===== config.mk =====
export PLATFORM = sky130hd
export DESIGN_NAME = pim_weight_loader
export DESIGN_NICKNAME = d
export VERILOG_FILES = /design/src/rtl/pim_pkg.sv /design/src/rtl/pim_row_packer.sv /design/src/rtl/pim_weight_loader.sv
export SDC_FILE = /design/constraint.sdc
export NUM_CORES = 1
export LEC_CHECK = 0
export BUFFER_PORTS_ARGS = -buffer_cell sky130_fd_sc_hd__clkbuf_2
export CAP_MARGIN = 20
export CORE_UTILIZATION = 53
export DETAILED_ROUTE_END_ITERATION = 7
export HOLD_SLACK_MARGIN = 0.05
export PLACE_DENSITY = 0.8
export SLEW_MARGIN = 10
export SYNTH_ARGS = -nofsm -noshare
export SYNTH_HDL_FRONTEND = slang
export SYNTH_SLANG_ARGS = --single-unit

===== constraint.sdc =====
create_clock -name clk -period 2.3 [get_ports clk]
set_input_delay 0.115 -clock clk [delete_from_list [all_inputs] [get_ports clk]]
set_output_delay 0.115 -clock clk [all_outputs]
set_load 0.01 [all_outputs]

===== src/rtl/pim_pkg.sv =====
// rtl/pim_pkg.sv - shared defaults and FSM state type for the PIM weight loader
package pim_pkg;

    localparam int DEF_INPUT_BIT = 6;
    localparam int DEF_ROW_ELEMS = 32;

    typedef enum logic [1:0] {
        ST_IDLE  = 2'd0,
        ST_FILL  = 2'd1,
        ST_WRITE = 2'd2
    } wload_state_t;

    // Lane index width; a single-lane row still needs a 1-bit index register.
    function automatic int idx_width(input int n);
        return (n > 1) ? $clog2(n) : 1;
    endfunction

endpackage


===== src/rtl/pim_row_packer.sv =====
// rtl/pim_row_packer.sv - lane register file, lane index and zero padding for one crossbar row (optional PIM_WLOAD_PARITY_EN)
module pim_row_packer
    import pim_pkg::*;
#(
    parameter int INPUT_BIT = DEF_INPUT_BIT,
    parameter int ROW_ELEMS = DEF_ROW_ELEMS
) (
    input  logic                           clk,
    input  logic                           rst_n,
    input  logic                           store,
    input  logic                           last,
    input  logic                           clear,
    input  logic [INPUT_BIT-1:0]           data,
    output logic                           full,
    output logic [ROW_ELEMS*INPUT_BIT-1:0] row,
    output logic                           par
);

    localparam int IDX_W = idx_width(ROW_ELEMS);

    logic [IDX_W-1:0]               idx;
    logic [ROW_ELEMS*INPUT_BIT-1:0] row_next;

    assign full = (idx == IDX_W'(ROW_ELEMS - 1));

    // Lane 0 is the MSB lane; a final beat in a partial row clears every lane above it.
    always_comb begin
        row_next = row;
        if (store) begin
            for (int k = 0; k < ROW_ELEMS; k++) begin
                if (IDX_W'(k) == idx) begin
                    row_next[(ROW_ELEMS-k)*INPUT_BIT-1 -: INPUT_BIT] = data;
                end else if (last && (IDX_W'(k) > idx)) begin
                    row_next[(ROW_ELEMS-k)*INPUT_BIT-1 -: INPUT_BIT] = '0;
                end
            end
        end
    end

    always_ff @(posedge clk) begin
        if (!rst_n) begin
            row <= '0;
            idx <= '0;
        end else begin
            row <= row_next;
            if (clear) begin
                idx <= '0;
            end else if (store) begin
                idx <= idx + IDX_W'(1);
            end
        end
    end

`ifdef PIM_WLOAD_PARITY_EN
    // Parity follows the row register exactly, so it is computed from the next-row value.
    always_ff @(posedge clk) begin
        if (!rst_n) begin
            par <= 1'b0;
        end else begin
            par <= ^row_next;
        end
    end
`else
    assign par = 1'b0;
`endif

endmodule


===== src/rtl/pim_weight_loader.sv =====
// rtl/pim_weight_loader.sv - streams signed weights into crossbar rows (optional PIM_WLOAD_PARITY_EN)
module pim_weight_loader
    import pim_pkg::*;
#(
    parameter int INPUT_BIT = DEF_INPUT_BIT,
    parameter int ROW_ELEMS = DEF_ROW_ELEMS,
    parameter int ADDR_W    = 1
) (
    input  logic                           clk,
    input  logic                           rst_n,
    input  logic [ADDR_W-1:0]              cfg_base_addr,
    input  logic                           s_valid,
    output logic                           s_ready,
    input  logic [INPUT_BIT-1:0]           s_data,
    input  logic                           s_last,
    output logic                           wr_en,
    output logic [ADDR_W-1:0]              wr_addr,
    output logic [ROW_ELEMS*INPUT_BIT-1:0] wr_data,
    input  logic                           wr_ack,
    output logic                           wr_par,
    output logic                           done
);

    wload_state_t state;
    wload_state_t state_next;
    logic         accept;
    logic         ack_take;
    logic         row_full;
    logic         last_q;

    assign accept = s_valid && s_ready;

    always_comb begin
        state_next = state;
        wr_en      = 1'b0;
        ack_take   = 1'b0;
        case (state)
            ST_IDLE, ST_FILL: begin
                if (accept) begin
                    state_next = (s_last || row_full) ? ST_WRITE : ST_FILL;
                end
            end
            ST_WRITE: begin
                wr_en = 1'b1;
                if (wr_ack) begin
                    ack_take   = 1'b1;
                    state_next = last_q ? ST_IDLE : ST_FILL;
                end
            end
            default: state_next = ST_IDLE;
        endcase
    end

    // s_ready is registered so it stays low through reset and rises one edge after release.
    always_ff @(posedge clk) begin
        if (!rst_n) begin
            state   <= ST_IDLE;
            s_ready <= 1'b0;
            done    <= 1'b0;
            last_q  <= 1'b0;
            wr_addr <= '0;
        end else begin
            state   <= state_next;
            s_ready <= (state_next != ST_WRITE);
            done    <= ack_take && last_q;
            if (accept && s_last) begin
                last_q <= 1'b1;
            end else if (ack_take) begin
                last_q <= 1'b0;
            end
            if (accept && (state == ST_IDLE)) begin
                wr_addr <= cfg_base_addr;
            end else if (ack_take) begin
                wr_addr <= wr_addr + ADDR_W'(1);
            end
        end
    end

    pim_row_packer #(
        .INPUT_BIT (INPUT_BIT),
        .ROW_ELEMS (ROW_ELEMS)
    ) u_packer (
        .clk   (clk),
        .rst_n (rst_n),
        .store (accept),
        .last  (s_last),
        .clear (ack_take),
        .data  (s_data),
        .full  (row_full),
        .row   (wr_data),
        .par   (wr_par)
    );

endmodule


==> reports/metrics.cfg, run 1 <==
[detailed_routing]
wl_met3_mm=2.19
vias=7167
drt_iter0_drc=628
via_per_inst=5.97
drtPass1Iterations=5
wl_mm=23.4
drc=0
top_layer=met4
routedWlPerCell_um=19.5
wl_met1_mm=9.92
dr_wl_met2_mm=10.6
ant_nets=0

[placement]
placedCellCount=1165
gp_congestion=0.932
place_ws_ns=0.227
portBuffers=207
hpwl_mm=16.2

[synthesis]
netlist_area_um2=7960
synth_most_common_cell=dfxtp_1
synth_top_area_share=0.510
synth_flop_cell=dfxtp_1
yosysSeqAreaShare=0.510
synth-edff-count=0
syn-num-nets=836
ys_warn_count=0
syn_avg_cell_area_um2=9.71
synthCells=820
synth_cell_types=75
synth-seq-cells=203
asyncSetResetFlopFracSynth=0
yosysTopAreaCell=dfxtp_1
ys_top_cells_by_area=dfxtp_1 51%, o2bb2ai_1 5.3%, nand2_1 4.8%, a22o_1 4.7%, o21ai_0 3.1%
ys_top_cells_by_count=203 x dfxtp_1, 101 x nand2_1, 50 x o21ai_0

[sta]
worstMarginPinSlew_ns=0.686
rsz0062_at_grt=no
clock_skew_ns=0.00727
slew_headroom=0.539
finalHoldViolations=0
setup_viol=0
slew_viol_final=0
fin_crit_sh=0.922
max_freq_ghz=0.472
worst_slack_ns=0.179
timing.setup.tns_ns=0
min_period_ns=2.12

[worst_setup_path]
cp.required_ns=2.67
crit_slowest_cell=dfxtp_1
cpPeakStageDelay_ns=0.55
crit_fanout=13
worstSetupEndpointType=flip-flop
critical_path_class=flip-flop to flip-flop
startpoint_type=flip-flop
cp_cell_sequence=ha_1, nand2_1, nor3_4, nor2_1, a32o_1
crit_arrival_ns=2.50

[pwr]
intPower_uw=5600
p_sw_uw=1650
clock_power_share=0.454
power_density_nw_per_um2=742
p_leak_uw=0.00411
peakVddDrop_mv=0.452
swShare=0.227
finalPower_uw=7250
power_frac_seq=0.490
share_comb_of_total_power=0.057

[clocking]
cts_buffer_depth=3
tritoncts=built
h-tree-depth=1
clkSinkCount=203
clkTransAtPathRegs_ns=0.06
clock-root-buffer=clkbuf_16
cts_setup_buffers=0
cts-buffers-inserted=21
clock_latency_ns=0.48
cts_resized=0

[global_routing]
grt_pass1_wl_mm=36.7
grt_max_degree=39
antenna_found_initial=0
grt_pass1_vias=6658
grt-ovfl-total=0
gr-usage-all-layers=0.294

[final_layout]
fillerInstances=1162
syn2layout_area_growth_pct=22.6
nets=1021
finish.utilization=0.669
stdcell_count=1200
layout-drive-gt1-share=0.302
n_antenna_cell=0

[floorplan]
core_um2=14600
die_area_um2=15500
die_y_um=125
ios=209
placementRows=44
initial_core_util=0.546
die_w_um=125

[status]
outcome=complete, no violations

[hold_path]
hold_class=input port to flip-flop

[flow_run]
cap_violations=0

cell families after synthesis:
logic type,share of synthesized area
AOI/OAI and AO/OA,0.235
DFF,0.510
adders and majority gates,0.00628
buffers and inverters,0.0506
and+or+nand+nor,0.169
other,0.000471
muxes,0.0251
xor gates and xnor gates,0.00330
worst paths after layout:
path,start,end,slack [ns],cells past startpoint
setup / recovery,u_packer.idx[1]$_SDFFE_PP0N_,u_packer.row[106]$_SDFFE_PN0P_,0.18,5
hold / removal,cfg_base_addr,wr_addr$_SDFFE_PN0P_,0.12,4
setup reg to reg,u_packer.idx[1]$_SDFFE_PP0N_,u_packer.row[106]$_SDFFE_PN0P_,0.18,5
hold reg to reg,u_packer.row[39]$_SDFFE_PN0P_,u_packer.row[39]$_SDFFE_PN0P_,0.45,2
worst max-delay path, delay by kind of cell (launching register included):
kind                       cells  cell delay, ns
DFF                            1            0.55
AOI/OAI and AO/OA              1            0.29
adders and majority gates      1            0.45
and+or+nand+nor                3            0.72
registers in the layout (all words and copies together), names as in the netlist:
register,count
u_packer.row,192
s_ready,1
done,1
wr_addr,1
state,2
last_q,1
u_packer.idx,5
per-stage QoR:
stage	hold WS, ns	instance area, um^2
5_1_grt	0.145	9770
3_3_place_gp	0.435	9100
2_1_floorplan	0.298	7960
3_5_place_dp	0.445	9100
4_1_cts	0.109	9770
6_report	0.116	9770
power groups by stage:
stage / logic [uW] / clock network, uW / registers (uW)
floorplan: 271 / 0 / 3620
global placement: 397 / 0 / 3630
detailed placement: 399 / 0 / 3630
CTS: 403 / 3310 / 3550
global route: 439 / 3460 / 3550
finish: 411 / 3290 / 3550
metal layers:
| metal | track usage | vias up |
|---|---|---|
| li1 | - | 3327 |
| met1 | 0.401 | 3438 |
| met2 | 0.454 | 349 |
| met3 | 0.0696 | 53 |
| met4 | 0.0999 | 0 |
| met5 | 0 | - |
layout make-up:
class | instances | area, um^2 | share of cell area
tap | 184 | 230 | 0.0236
timing repair buffer | 239 | 1280 | 0.131
clock inverter | 6 | 82.6 | 0.00846
sequential | 203 | 4060 | 0.416
clock buffer | 28 | 572 | 0.0586
inverter | 11 | 41.3 | 0.00423
multi-input combinational | 529 | 3500 | 0.358
timing repair:
action / CTS / global route
hold buffers: 1 / 0
endpoints found under the hold margin: 2 / 0
endpoints found under the setup margin: 0 / 0
cell usage in the layout (no fill, tap or decap), types with 7 or more instances in the layout:
master	synthesis	routed
clkbuf_2	0	207
dfxtp_1	203	203
nand2_1	101	101
o21ai_0	50	50
o2bb2ai_1	48	48
a22o_1	43	43
a21oi_1	43	43
nor2_1	39	39
buf_4	4	31
clkbuf_16	0	21
mux2i_1	20	20
nand3_1	19	19
and2_1	12	12
a22oi_1	12	12
and3_1	11	11
inv_1	11	10
nor3_2	8	8
a31oi_1	7	7
Note: power is estimated with default switching activity, not from simulation.
==> run 2: changes to the inputs <==
--- a/config.mk
+++ b/config.mk
@@ -7,11 +7,12 @@
 export LEC_CHECK = 0
 export BUFFER_PORTS_ARGS = -buffer_cell sky130_fd_sc_hd__clkbuf_2
 export CAP_MARGIN = 20
-export CORE_UTILIZATION = 53
+export CORE_UTILIZATION = 52
 export DETAILED_ROUTE_END_ITERATION = 7
 export HOLD_SLACK_MARGIN = 0.05
-export PLACE_DENSITY = 0.8
+export PLACE_DENSITY = 0.79
 export SLEW_MARGIN = 10
 export SYNTH_ARGS = -nofsm -noshare
 export SYNTH_HDL_FRONTEND = slang
+export SYNTH_HIERARCHICAL = 1
 export SYNTH_SLANG_ARGS = --single-unit
==> reports/metrics.cfg, run 2 <==
[synthesis]
synth_flop_cell=dfxtp_1
ys_top_cells_by_area=dfxtp_1 51%, a22o_1 7.2%, a32o_1 3.7%, nand2_1 3.5%, o2bb2ai_1 2.5%
asyncSetResetFlopFracSynth=0  ; unchanged
synth-seq-cells=203  ; unchanged
synthCells=799  ; -2.6%
synth_cell_types=79  ; +5.3%
syn_avg_cell_area_um2=9.92  ; +2.1%
netlist_area_um2=7930  ; -0.47%
ys_warn_count=6  ; +6
yosysSeqAreaShare=0.513  ; +0.00242
syn-num-nets=815  ; -2.5%
synth_most_common_cell=dfxtp_1
synth-edff-count=0  ; unchanged
yosysTopAreaCell=dfxtp_1
ys_top_cells_by_count=203 x dfxtp_1, 74 x nand2_1, 65 x a22o_1
synth_top_area_share=0.513  ; +0.00242

[sta]
min_period_ns=2.07  ; -0.0494 ns
hold_ws_ns=0.0693  ; -0.0466 ns
rsz0062_at_grt=no
fin_crit_sh=0.901  ; -0.0215
worstMarginPinSlew_ns=0.670  ; -0.0155 ns
setup_viol=0  ; unchanged
clock_skew_ns=0.0217  ; +0.0145 ns
slew_viol_final=0  ; unchanged
finalHoldViolations=0  ; unchanged
timing.setup.tns_ns=0  ; unchanged
slew_headroom=0.551  ; +0.0118
max_freq_ghz=0.483  ; +2.4%

[worst_setup_path]
critical_path_class=flip-flop to flip-flop
startpoint_type=flip-flop
critical_path.startpoint=u_packer/idx[3]$_SDFFE_PP0P_
worstSetupEndpointType=flip-flop
reg2regPathDepth=5  ; unchanged
rr_endpoint=u_packer/row[149]$_SDFFE_PN0P_
crit_arrival_ns=2.51  ; about the same
crit_end=u_packer/row[149]$_SDFFE_PN0P_
cp.required_ns=2.74  ; +0.07 ns
ff2ff_setup_slack_ns=0.23  ; +0.05 ns
crit_fanout=17  ; +4
rr_startpoint=u_packer/idx[3]$_SDFFE_PP0P_

[status]
violations=design-rule violations
outcome=finished, violations left

[detailed_routing]
drt_iter0_drc=863  ; +37%
via_per_inst=6.06  ; +1.5%
wl_met1_mm=10.1  ; +1.7%
wl_met3_mm=1.80  ; -18%
routedWlPerCell_um=19.5  ; about the same
ant_nets=0  ; unchanged
drtPass1Iterations=8  ; +3
dr_wl_met2_mm=10.6  ; about the same
wl_mm=23.1  ; -1.1%
top_layer=met4
drc=14  ; +14
vias=7199  ; +0.45%

[clocking]
clock-root-buffer=clkbuf_16
clkTransAtPathRegs_ns=0.07  ; about the same
cts-buffers-inserted=19  ; -9.5%
cts_buffer_depth=3  ; unchanged
cts_resized=0  ; unchanged
clkSinkCount=203  ; unchanged
h-tree-depth=1  ; unchanged
cts_setup_buffers=0  ; unchanged
clock_latency_ns=0.49  ; about the same
tritoncts=built

[final_layout]
nets=1012  ; -0.88%
layout_common_cells=207 x clkbuf_2, 203 x dfxtp_1, 74 x nand2_1, 65 x a22o_1, 41 x nor2_1
layout-drive-gt1-share=0.300  ; -0.00207
largest_reg_flops=192  ; unchanged
final_common_cell=clkbuf_2
largest_register=u_packer/row
final_area_um2=9700  ; -0.65%
syn2layout_area_growth_pct=22.4
n_antenna_cell=0  ; unchanged
largest_registers=u_packer/row x192, u_packer/idx x5, state x2
finish.utilization=0.660  ; -0.00936

[global_routing]
antenna_found_initial=0  ; unchanged
gr-usage-all-layers=0.290  ; -0.00392
grt_max_degree=45  ; +15%
grt-ovfl-total=0  ; unchanged
grt_pass1_wl_mm=36.7  ; about the same
grt_pass1_vias=6699  ; +0.62%

[pwr]
finalPower_uw=6920  ; -4.5%
power_density_nw_per_um2=713  ; -3.9%
p_leak_uw=0.00403  ; -2.1%
peakVddDrop_mv=0.430  ; -4.9%

[placement]
gp_congestion=0.860  ; -7.8%
portBuffers=207  ; unchanged
hpwl_mm=15.9  ; -2.1%
dpl_cell_area_um2=9060  ; -0.44%

[floorplan]
placementRows=44  ; unchanged
die_y_um=125  ; +0.71%
initial_core_util=0.539  ; -0.00664
die_w_um=125  ; +0.71%
die_area_um2=15700  ; +1.4%
ios=209  ; unchanged
core_um2=14700  ; +0.75%

[hold_path]
hold_class=input port to flip-flop

[flow_run]
cap_violations=0  ; unchanged

## run 2: cell count changes after synthesis, sizes merged, moves of 15 or more
cell / change
a32o: +23
a22o: +22
mux2i: -18
nand2: -28
inv: +15
o2bb2ai: -25
nand3: -16
o22ai: +24
## run 2: metal layers
metal  GRT usage  vias up
met3      0.0377       54
met4       0.106        0
met5           0        -
met2       0.454      366
li1            -     3322
met1       0.408     3457
## run 2: worst max-delay path, stage by stage, from the launching register on
cell and delay, ns:
dfxtp_1 0.70, buf_4 0.27, or3b_1 0.44, nor2_1 0.10, nor2_1 0.32, a22o_1 0.20
## run 2: metrics by stage
stage / setup WS (ns) / cells
after floorplan: 0.316 / 799
after global placement: 0.339 / 1152
after detailed placement: 0.298 / 1152
after CTS: 0.259 / 1187
after global routing: 0.126 / 1187
final: 0.229 / 1187
## run 2: power breakdown
group / internal (uW) / switching (uW)
Clock: 1710 / 1240
Combinational: 119 / 302
Sequential: 3530 / 11.6
## run 2: cell type report
cell class / count / area [um^2]
Multi-Input combinational cell: 500 / 3380
Fill cell: 1175 / 5000
Clock buffer: 26 / 532
Timing Repair Buffer: 246 / 1360
Tap cell: 184 / 230
Inverter: 26 / 97.6
Clock inverter: 2 / 38.8
Sequential cell: 203 / 4060
## run 2: logic make-up (layout without fill, tap and decap cells)
group	Yosys count	count (layout)	share of synthesized area
xor gates and xnor gates	4	4	0.00442
AOI/OAI and AO/OA	304	304	0.292
other	1	1	0.000473
DFF	203	203	0.513
buffers and inverters	96	300	0.0608
muxes	2	2	0.00253
adders and majority gates	4	4	0.00631
and+or+nand+nor	185	185	0.121
## run 2: how the worst min path moves through the flow
stage / from / endpoint / slack [ns] / depth (start not counted)
final: s_data[1] / u_packer/row[139]$_SDFFE_PN0P_ / 0.07 / 3
after global routing: s_data[1] / u_packer/row[139]$_SDFFE_PN0P_ / 0.08 / 3
after CTS: s_data[1] / u_packer/row[139]$_SDFFE_PN0P_ / 0.05 / 3
after detailed placement: cfg_base_addr / wr_addr$_SDFFE_PN0P_ / 0.40 / 3
after global placement: cfg_base_addr / wr_addr$_SDFFE_PN0P_ / 0.40 / 3
after floorplan: rst_n / s_ready$_SDFF_PN0_ / 0.23 / 2
## run 2: what timing repair did
| item | CTS | global route |
|---|---|---|
| endpoints found under the setup margin | 0 | 0 |
| hold buffers | 7 | 0 |
| endpoints found under the hold margin | 9 | 0 |
